`config.mk`:
```
export PLATFORM = sky130hd
export DESIGN_NAME = usb_tx_sched_flat
export DESIGN_NICKNAME = d
export VERILOG_FILES = /design/src/rtl/usb_tx_sched_if.sv /design/src/rtl/usb_tx_sched.sv /design/src/flat_wrapper.sv
export SDC_FILE = /design/constraint.sdc
export NUM_CORES = 1
export LEC_CHECK = 0
export CORE_MARGIN = 10
export CORE_UTILIZATION = 36
export CTS_BUF_LIST = sky130_fd_sc_hd__clkbuf_4
export DETAILED_ROUTE_END_ITERATION = 8
export GPL_TIMING_DRIVEN = 0
export PLACE_DENSITY_LB_ADDON = 0.3
export SYNTH_ARGS = -nofsm -noshare
export SYNTH_HDL_FRONTEND = slang
export SYNTH_SLANG_ARGS = --single-unit
```
`constraint.sdc`:
```
create_clock -name clock -period 1.5 [get_ports clock]
set_input_delay 0.45 -clock clock [delete_from_list [all_inputs] [get_ports clock]]
set_output_delay 0.45 -clock clock [all_outputs]
set_load 0.005 [all_outputs]
```
`src/rtl/usb_tx_sched_if.sv`:
```
// Requester, packet and driver-stage signals of usb_tx_sched.
// master drives the requests and out_done; slave is the scheduler.
interface usb_tx_sched_if;
  logic         tok_req;
  logic [3:0]   tok_pid;
  logic [6:0]   tok_addr;
  logic [3:0]   tok_endp;
  logic         dat_req;
  logic [3:0]   dat_pid;
  logic [63:0]  dat_payload;
  logic         tok_gnt;
  logic         dat_gnt;
  logic [99:0]  pkt_in;
  logic [31:0]  pkt_len;
  logic         pkt_ready;
  logic         out_done;
  logic         busy;
  logic         err_timeout;

  modport master (
    output tok_req, tok_pid, tok_addr, tok_endp,
    output dat_req, dat_pid, dat_payload, out_done,
    input  tok_gnt, dat_gnt, pkt_in, pkt_len, pkt_ready, busy, err_timeout
  );

  modport slave (
    input  tok_req, tok_pid, tok_addr, tok_endp,
    input  dat_req, dat_pid, dat_payload, out_done,
    output tok_gnt, dat_gnt, pkt_in, pkt_len, pkt_ready, busy, err_timeout
  );
endinterface

```
`src/rtl/usb_tx_sched.sv`:
```
// USB TX scheduler: round-robin token/data arbitration, packet assembly and inter-packet gap.
// Optional SEND watchdog enabled by defining USB_TX_TIMEOUT_EN.
module usb_tx_sched #(
  parameter int unsigned IPG_CYCLES     = 8,
  parameter int unsigned TIMEOUT_CYCLES = 1024
) (
  input  logic          clock,
  input  logic          reset_n,
  usb_tx_sched_if.slave bus
);

  // One counter serves both the GAP length and the SEND watchdog.
  localparam int unsigned CntMax = (IPG_CYCLES > TIMEOUT_CYCLES) ? IPG_CYCLES : TIMEOUT_CYCLES;
  localparam int unsigned CntW   = (CntMax < 2) ? 1 : $clog2(CntMax);
  localparam logic [CntW-1:0] IpgLast = CntW'((IPG_CYCLES == 0) ? 0 : IPG_CYCLES - 1);
`ifdef USB_TX_TIMEOUT_EN
  localparam logic [CntW-1:0] TmoLast = CntW'((TIMEOUT_CYCLES == 0) ? 0 : TIMEOUT_CYCLES - 1);
`endif

  typedef enum logic [1:0] {IDLE, LOAD, SEND, GAP} state_t;

  state_t          state;
  logic [CntW-1:0] cnt;
  logic            pref_tok;
  logic            tok_gnt_q;
  logic            dat_gnt_q;
  logic            pkt_ready_q;
  logic            busy_q;
  logic [99:0]     pkt_in_q;
  logic [31:0]     pkt_len_q;
  logic            err_q;
  logic            pick_tok;

  assign pick_tok = bus.tok_req && (!bus.dat_req || pref_tok);

  always_ff @(posedge clock or negedge reset_n) begin
    if (!reset_n) begin
      state       <= IDLE;
      cnt         <= '0;
      pref_tok    <= 1'b1;
      tok_gnt_q   <= 1'b0;
      dat_gnt_q   <= 1'b0;
      pkt_ready_q <= 1'b0;
      busy_q      <= 1'b0;
      pkt_in_q    <= '0;
      pkt_len_q   <= '0;
      err_q       <= 1'b0;
    end else begin
      tok_gnt_q   <= 1'b0;
      dat_gnt_q   <= 1'b0;
      pkt_ready_q <= 1'b0;
      err_q       <= 1'b0;
      case (state)
        IDLE: begin
          if (bus.tok_req || bus.dat_req) begin
            state       <= LOAD;
            busy_q      <= 1'b1;
            pkt_ready_q <= 1'b1;
            if (pick_tok) begin
              tok_gnt_q <= 1'b1;
              pref_tok  <= 1'b0;
              pkt_in_q  <= {81'b0, bus.tok_endp, bus.tok_addr, ~bus.tok_pid, bus.tok_pid};
              pkt_len_q <= 32'd19;
            end else begin
              dat_gnt_q <= 1'b1;
              pref_tok  <= 1'b1;
              pkt_in_q  <= {28'b0, bus.dat_payload, ~bus.dat_pid, bus.dat_pid};
              pkt_len_q <= 32'd72;
            end
          end
        end
        LOAD: begin
          state <= SEND;
          cnt   <= '0;
        end
        SEND: begin
          // out_done wins over a watchdog expiring on the same edge.
          if (bus.out_done
`ifdef USB_TX_TIMEOUT_EN
              || (cnt == TmoLast)
`endif
             ) begin
`ifdef USB_TX_TIMEOUT_EN
            err_q <= !bus.out_done;
`endif
            cnt <= '0;
            if (IPG_CYCLES == 0) begin
              state  <= IDLE;
              busy_q <= 1'b0;
            end else begin
              state <= GAP;
            end
          end else begin
`ifdef USB_TX_TIMEOUT_EN
            cnt <= cnt + CntW'(1);
`endif
          end
        end
        GAP: begin
          if (cnt == IpgLast) begin
            state  <= IDLE;
            busy_q <= 1'b0;
          end else begin
            cnt <= cnt + CntW'(1);
          end
        end
        default: begin
          state  <= IDLE;
          busy_q <= 1'b0;
        end
      endcase
    end
  end

  assign bus.tok_gnt   = tok_gnt_q;
  assign bus.dat_gnt   = dat_gnt_q;
  assign bus.pkt_ready = pkt_ready_q;
  assign bus.pkt_in    = pkt_in_q;
  assign bus.pkt_len   = pkt_len_q;
  assign bus.busy      = busy_q;
`ifdef USB_TX_TIMEOUT_EN
  assign bus.err_timeout = err_q;
`else
  assign bus.err_timeout = 1'b0;
`endif

endmodule

```
`src/flat_wrapper.sv`:
```
// flat-port wrapper written by rule: the top's interface ports become plain ports
module usb_tx_sched_flat 
#(
  parameter int unsigned IPG_CYCLES     = 8,
  parameter int unsigned TIMEOUT_CYCLES = 1024
)
  (clock, reset_n, bus_tok_req, bus_tok_pid, bus_tok_addr, bus_tok_endp, bus_dat_req, bus_dat_pid, bus_dat_payload, bus_out_done, bus_tok_gnt, bus_dat_gnt, bus_pkt_in, bus_pkt_len, bus_pkt_ready, bus_busy, bus_err_timeout);
  usb_tx_sched_if bus_i ();
  input  logic clock;
  input  logic reset_n;
  input wire logic [$bits(bus_i.tok_req)-1:0] bus_tok_req;
  input wire logic [$bits(bus_i.tok_pid)-1:0] bus_tok_pid;
  input wire logic [$bits(bus_i.tok_addr)-1:0] bus_tok_addr;
  input wire logic [$bits(bus_i.tok_endp)-1:0] bus_tok_endp;
  input wire logic [$bits(bus_i.dat_req)-1:0] bus_dat_req;
  input wire logic [$bits(bus_i.dat_pid)-1:0] bus_dat_pid;
  input wire logic [$bits(bus_i.dat_payload)-1:0] bus_dat_payload;
  input wire logic [$bits(bus_i.out_done)-1:0] bus_out_done;
  output wire logic [$bits(bus_i.tok_gnt)-1:0] bus_tok_gnt;
  output wire logic [$bits(bus_i.dat_gnt)-1:0] bus_dat_gnt;
  output wire logic [$bits(bus_i.pkt_in)-1:0] bus_pkt_in;
  output wire logic [$bits(bus_i.pkt_len)-1:0] bus_pkt_len;
  output wire logic [$bits(bus_i.pkt_ready)-1:0] bus_pkt_ready;
  output wire logic [$bits(bus_i.busy)-1:0] bus_busy;
  output wire logic [$bits(bus_i.err_timeout)-1:0] bus_err_timeout;
  assign bus_i.tok_req = bus_tok_req;
  assign bus_i.tok_pid = bus_tok_pid;
  assign bus_i.tok_addr = bus_tok_addr;
  assign bus_i.tok_endp = bus_tok_endp;
  assign bus_i.dat_req = bus_dat_req;
  assign bus_i.dat_pid = bus_dat_pid;
  assign bus_i.dat_payload = bus_dat_payload;
  assign bus_i.out_done = bus_out_done;
  assign bus_tok_gnt = bus_i.tok_gnt;
  assign bus_dat_gnt = bus_i.dat_gnt;
  assign bus_pkt_in = bus_i.pkt_in;
  assign bus_pkt_len = bus_i.pkt_len;
  assign bus_pkt_ready = bus_i.pkt_ready;
  assign bus_busy = bus_i.busy;
  assign bus_err_timeout = bus_i.err_timeout;
  usb_tx_sched #(.IPG_CYCLES(IPG_CYCLES), .TIMEOUT_CYCLES(TIMEOUT_CYCLES)) u_core (.clock(clock), .reset_n(reset_n), .bus(bus_i));
endmodule
```
==> flow_summary_export.csv <==
group,metric,value,unit
route,vias,3555,
route,wl_met1,5040,um
route,wl_per_cell,18.2,um
sta,worst_pin_slew,0.580,ns
yosys,synth-seq-cells,91,
sta,post-route-min-period,1.65,ns
sta,timing.setup.tns,-2.56,ns
hold_path,hp-start,"u_core.bus.pkt_in[6]$_DFFE_PN0P_",
run_status,outcome,"complete, but fails checks",
setup_path,cp-end-kind,"flop",
setup_path,cp.arrival,1.94,ns
route,wl_met2,6730,um
clocking,htreeDepth,3,
run_status,violations,"negative setup slack",
yosys,seq_area_frac_synth,0.556,
yosys,postSynth.asyncResetShare,1.00,
sta,whs,0.506,ns
sta,rsz0062_at_grt,"yes",
placement,gp_congestion,0.782,
global_routing,grt_pass1_wl,21400,um
yosys,ys_types,43,
yosys,synth_edf_count,0,
pwr,p_seq_frac,0.364,
yosys,synth_top_area_frac,0.550,
floorplanning,ios,225,
placement,io_buffers,168,
yosys,syn-cell-area,4100,um2
route,wl,13900,um
final_layout,fillers,952,
placement,dp.cells,711,
pwr,power.internal,7.29,mW
sta,setup_viol,58,
pwr,power,11.3,mW
floorplanning,die_h,127,um
clocking,cts_buffers,9,
final_layout,regArea,2280,um2
route,wl_met3,1860,um
clocking,cts_buffer_depth,2,
final_layout,final_common_cell,"buf_4",
setup_path,critPathRequiredTime,1.80,ns
pwr,power_density,1710,nW/um2
sta,skew,0.0170,ns
sta,fin_crit_sh,1.10,
final_layout,utilization,0.603,
global_routing,grt_pass1_vias,3810,
floorplanning,die_x,127,um
final_layout,drive_above_1_share,0.406,
sta,worst_slack,-0.148,ns
route,detail-route-antenna-nets,0,
route,top_layer,"met4",
sta,final_hold_viol_count,0,
final_layout,layout.cells.non_filler,763,
pwr,combPwrFrac,0.496,
setup_path,critPathMaxFanout,6,
final_layout,diodes,0,
sta,slew_headroom,0.613,
final_layout,final_nets,711,
pwr,p_switching,4.06,mW
setup_path,startpoint_type,"flop",
yosys,synth_top_flop_cell,"dfrtp_1",
placement,place_ws,-0.988,ns
floorplanning,initial_core_util,0.373,
clocking,clkSinkCount,91,
placement,place_hpwl,10500,um
pwr,p_sw_frac,0.358,
route,firstDrtPassIters,4,
global_routing,antenna_found_initial,0,
floorplanning,core-area,11000,um2
final_layout,most-common-layout-cells,"buf_4 (90), dfrtp_1 (87), clkdlybuf4s50_1 (84)",
global_routing,gr-usage-all-layers,0.166,
clocking,clk_latency,0.43,ns
setup_path,timing.rr.start,"u_core.state[0]$_DFFE_PN0P_",
final_layout,multi_input_area,1650,um2
pwr,ir_drop,0.000778,V
yosys,synth_area_leaders,"dfrtp_1 (55%), a22o_1 (11%), buf_4 (11%)",
final_layout,stdcell_area,6620,um2
placement,placed_cell_area,6200,um2
global_routing,grt.overflow.total,0,
yosys,synth_cells,347,
yosys,syn_area_per_cell,11.8,um2
sta,slew_viol_final,0,
pwr,clkPwrFrac,0.140,
floorplanning,die-area,16100,um2
clocking,clkTransAtPathRegs,0.15,ns
run,cap_violations,0,
final_layout,synthToLayoutAreaGrowth,61.5,%
yosys,yosysTopAreaCell,"dfrtp_1",
clocking,cts_tree,"built",
hold_path,hold_class,"flop to flop",
floorplanning,std_cell_rows,38,
pwr,power_leakage,3.39,nW
setup_path,path_class,"flop to flop",
route,vias_per_cell,4.66,
route,drc,0,
sta,fmax,607,MHz
route,drt_iter0_drc,224,
global_routing,grt_max_degree,49,
setup_path,worstSetupStartpoint,"u_core.state[0]$_DFFE_PN0P_",
clocking,root_buffer,"clkbuf_4",
yosys,yosysWarnings,0,
kinds of logic after synthesis:
| group | after synthesis | synth area share |
|---|---|---|
| buf+inv | 95 | 0.142 |
| simple gates | 50 | 0.0675 |
| fa+ha+maj | 5 | 0.0153 |
| flops | 91 | 0.556 |
| other cells | 1 | 0.000915 |
| mux | 5 | 0.0134 |
| compound gates | 100 | 0.205 |
final timing paths:
path	to	slack, ns	cells past startpoint
worst max-delay path	u_core.bus.pkt_in[18]$_DFFE_PN0P_	-0.15	8
worst min-delay path	u_core.bus.pkt_in[6]$_DFFE_PN0P_	0.51	1
worst max register to register	u_core.bus.pkt_in[18]$_DFFE_PN0P_	-0.15	8
worst min register to register	u_core.bus.pkt_in[6]$_DFFE_PN0P_	0.51	1
max in group asynchronous	u_core.pref_tok$_DFFE_PN1P_	0.26	3
min in group asynchronous	u_core.bus.pkt_in[23]$_DFFE_PN0P_	0.53	2
critical path: stages, from the launching register on:
cell	delay, ns
dfrtp_1	0.42
inv_2	0.09
ha_4	0.20
nand2_4	0.07
a21oi_4	0.04
buf_4	0.16
clkbuf_16	0.15
a222oi_1	0.32
inv_1	0.08
routing by layer:
metal,vias up,global-route usage
li1,1674,-
met1,1683,0.172
met3,18,0.0975
met2,180,0.279
met4,0,0.0469
met5,-,0
power groups by stage:
stage          sequential (mW)  clock (mW)  combinational, mW
2_1_floorplan             4.18           0               2.27
5_1_grt                   4.25        1.77               6.15
3_3_place_gp              4.13           0               5.33
4_1_cts                   4.11        1.64               5.41
6_report                  4.13        1.59               5.63
3_5_place_dp              4.15           0               5.45
area by class of cell:
type	count	share of cell area
clock inverters	6	0.0147
clock buffers	10	0.0113
plain buffers	74	0.0885
multi-input cells	216	0.249
repair buffers	208	0.254
inverters	18	0.0112
well taps	140	0.0265
flip-flops and latches	91	0.345
cells in the mapped netlist, drive strengths merged, types with 2 or more instances:
cell / number
nand2: 22
nor3: 6
o21a: 5
o22ai: 2
a21o: 3
nor4: 3
nor2: 7
nand4: 2
clkbuf: 15
nand3: 4
mux2i: 4
a21oi: 7
a222oi: 11
buf: 62
ha: 5
o21ai: 9
a22oi: 4
inv: 17
dfrtp: 90
a22o: 53
flip-flops by register name, indices dropped and copies added, names as in the netlist:
register / cells
u_core.bus.pkt_ready: 1
u_core.bus.tok_gnt: 1
u_core.state: 2
u_core.bus.busy: 1
u_core.pref_tok: 1
u_core.bus.pkt_in: 72
u_core.bus.dat_gnt: 1
u_core.bus.pkt_len: 2
u_core.cnt: 10
what timing repair did:
| item | CTS | global route |
|---|---|---|
| setup endpoints to repair | 172 | 106 |
| resized for setup | 390 | 27 |
| setup buffers | 27 | 12 |
| pin swaps | 27 | 18 |
| hold buffers | 1 | 0 |
| hold endpoints to repair | 5 | 0 |
| gates cloned | 0 | 1 |
Note: power is estimated with default switching activity, not from simulation.
==> patch: new RTL, same flow settings <==
Add a define of `USB_TX_TIMEOUT_EN`.
--- a/src/rtl/usb_tx_sched.sv
+++ b/src/rtl/usb_tx_sched.sv
@@ -1,4 +1,6 @@
 // USB TX scheduler: round-robin token/data arbitration, packet assembly and inter-packet gap.
 // Optional SEND watchdog enabled by defining USB_TX_TIMEOUT_EN.
+`define USB_TX_TIMEOUT_EN
+
 module usb_tx_sched #(
   parameter int unsigned IPG_CYCLES     = 8,
Function: same outputs for any inputs over 4 cycles, from zero or initial values and one cycle with reset_n low; that may be too few to reach the edited logic, so the function may still have changed.
==> patch against the original RTL <==
The flow still finishes with violations (negative setup slack). Area after synthesis down 2.5%. Final area up 4.9%. Worst setup slack worse by 0.32 ns. Power up 6.5%. Synthesized cell count down 4.6%. Critical path depth down 3. Routed wire length up 1.9%. Sequential power about the same. Utilization up 3.8 points. Global-route usage up 0.99 points. Sequential share of layout area down 1.3 points. Sequential cell count up 1. Largest cell class is now non-clock buffers. Largest power group unchanged.
==> patch: results (changes against the original RTL) <==
Outcome: complete, but fails checks (unchanged)
Failing checks: negative setup slack (unchanged)
Synth warn: 0 (unchanged)
Total Wirelength: 14.14 mm (was 13.88 mm)
Dominant cells by area after synthesis: dfrtp_1, a22o_1, buf_4 (unchanged)
Placed Instances: 695 (was 711)
Final Worst Setup Slack: -0.4695 ns (was -0.1476 ns)
Reg clk slew, reported paths: 0.13 ns (was 0.15 ns)
Final cell count without fillers: 785 (was 763)
Peak VDD IR: 0.7640 mV (was 0.7783 mV)
Final setup TNS: -20.55 ns (was -2.563 ns)
Vias in the first global route: 4020 (was 3810)
Post-Synth XOR/XNOR Area: 1.315% (was 0%)
Reg-to-reg endpoint: u_core.state[1] (was u_core.bus.pkt_in[18])
Port bufs: 169 (was 168)
Mux contribution to synthesized area: 0.2819% (was 1.344%)
Synth Area in Compound Gates: 19.42% (was 20.49%)
Placer Congestion: 0.7706 (was 0.7823)
Largest net degree at the start of global routing: 52 (was 49)
Sequential-to-total area share from yosys stat: 57.66% (was 55.60%)
Pleak: 3.605 nW (was 3.394 nW)
Largest fanout on the critical path: 9 (was 6)
Distinct cells, synth: 40 (was 43)
Reg2reg path depth: 5 (was 8)
Total Nets Final: 733 (was 711)
Top cells by count, synth: dfrtp_1, buf_4, a22o_1, inv_1 (was dfrtp_1, buf_4, a22o_1, nand2_1, inv_1)
First-pass GRT wire length: 22.35 mm (was 21.44 mm)
Post-DP HPWL: 9.754 mm (was 10.48 mm)
Relative slew slack: 56.30% (was 61.32%)
DRT Pass-1 Iters: 5 (was 4)
Total GRT Usage: 17.59% (was 16.60%)
Setup violations, final: 94 (was 58)
Clock Skews: 0.01458 ns (was 0.01703 ns)
Share of cells above drive strength 1: 43.72% (was 40.61%)
Adder-cell area share of the yosys netlist: 1.253% (was 1.527%)
Drt first-iter violations: 173 (was 224)
==> patch: critical path: stages, from the launching register on <==
cell	delay (ns)
dfrtp_1	0.39
buf_6	0.14
or4_4	0.42
o41a_1	0.37
nor3_2	0.19
mux2_1	0.35
==> patch: cell families (layout without fill, tap and decap cells) <==
kind of cell,after synthesis,in the layout
buffers and inverters,90,350
xor gates and xnor gates,6,6
AOI/OAI and AO/OA,91,91
muxes,1,1
DFF,92,92
and+or+nand+nor,46,46
adders and majority gates,4,4
other,1,55
==> patch: repair_timing <==
action / CTS / global route
pin swaps: 32 / 15
endpoints found under the hold margin: 0 / 0
endpoints found under the setup margin: 173 / 96
buffers inserted: 64 / 14
cloned: 11 / 0
resized for setup: 434 / 26
==> patch: cell type report <==
type / count / area (um2)
buffer: 70 / 656.9
clock buffer: 12 / 90.09
clock inverter: 3 / 38.79
fill: 896 / 3896
inverter: 16 / 62.56
multi-input combinational: 203 / 1530
sequential: 92 / 2303
tap: 140 / 175.2
timing repair buffer: 249 / 2087
==> patch: worst min-delay path by stage <==
stage,from,to,cells after the start
after floorplan,reset_n,u_core.bus.busy,0
after global placement,u_core.bus.pkt_in[2],u_core.bus.pkt_in[2],2
after detailed placement,u_core.bus.pkt_in[2],u_core.bus.pkt_in[2],2
after CTS,reset_n,u_core.bus.tok_gnt,1
after global routing,reset_n,u_core.bus.tok_gnt,1
final,reset_n,u_core.bus.pkt_in[8],1
==> patch: power breakdown <==
part           internal (mW)  switching (mW)
Sequential              3.53           0.584
Clock                  0.550           0.806
Combinational           3.93            2.68
==> patch: routing by layer <==
layer	track usage (%)	up-vias	wire [um]
met5	0	-	0
met4	7.182	0	411
met3	6.422	27	1330
met2	29.99	161	7076
met1	19.47	1734	5320
li1	-	1700	-
==> patch: through the flow <==
step	util, %	worst slack, ns	instance area, um2	total power [mW]	hold slack (ns)
after global routing	64.06	-0.5071	6944	12.91	0.05389
after detailed placement	56.39	-1.050	6113	9.416	0.4625
final	64.06	-0.4695	6944	12.08	0.007875
after floorplan	-	-0.3752	4229	6.337	0.1544
after CTS	63.62	-0.4234	6897	11.89	0.01658
after global placement	56.23	-3.433	6096	9.260	0.4630
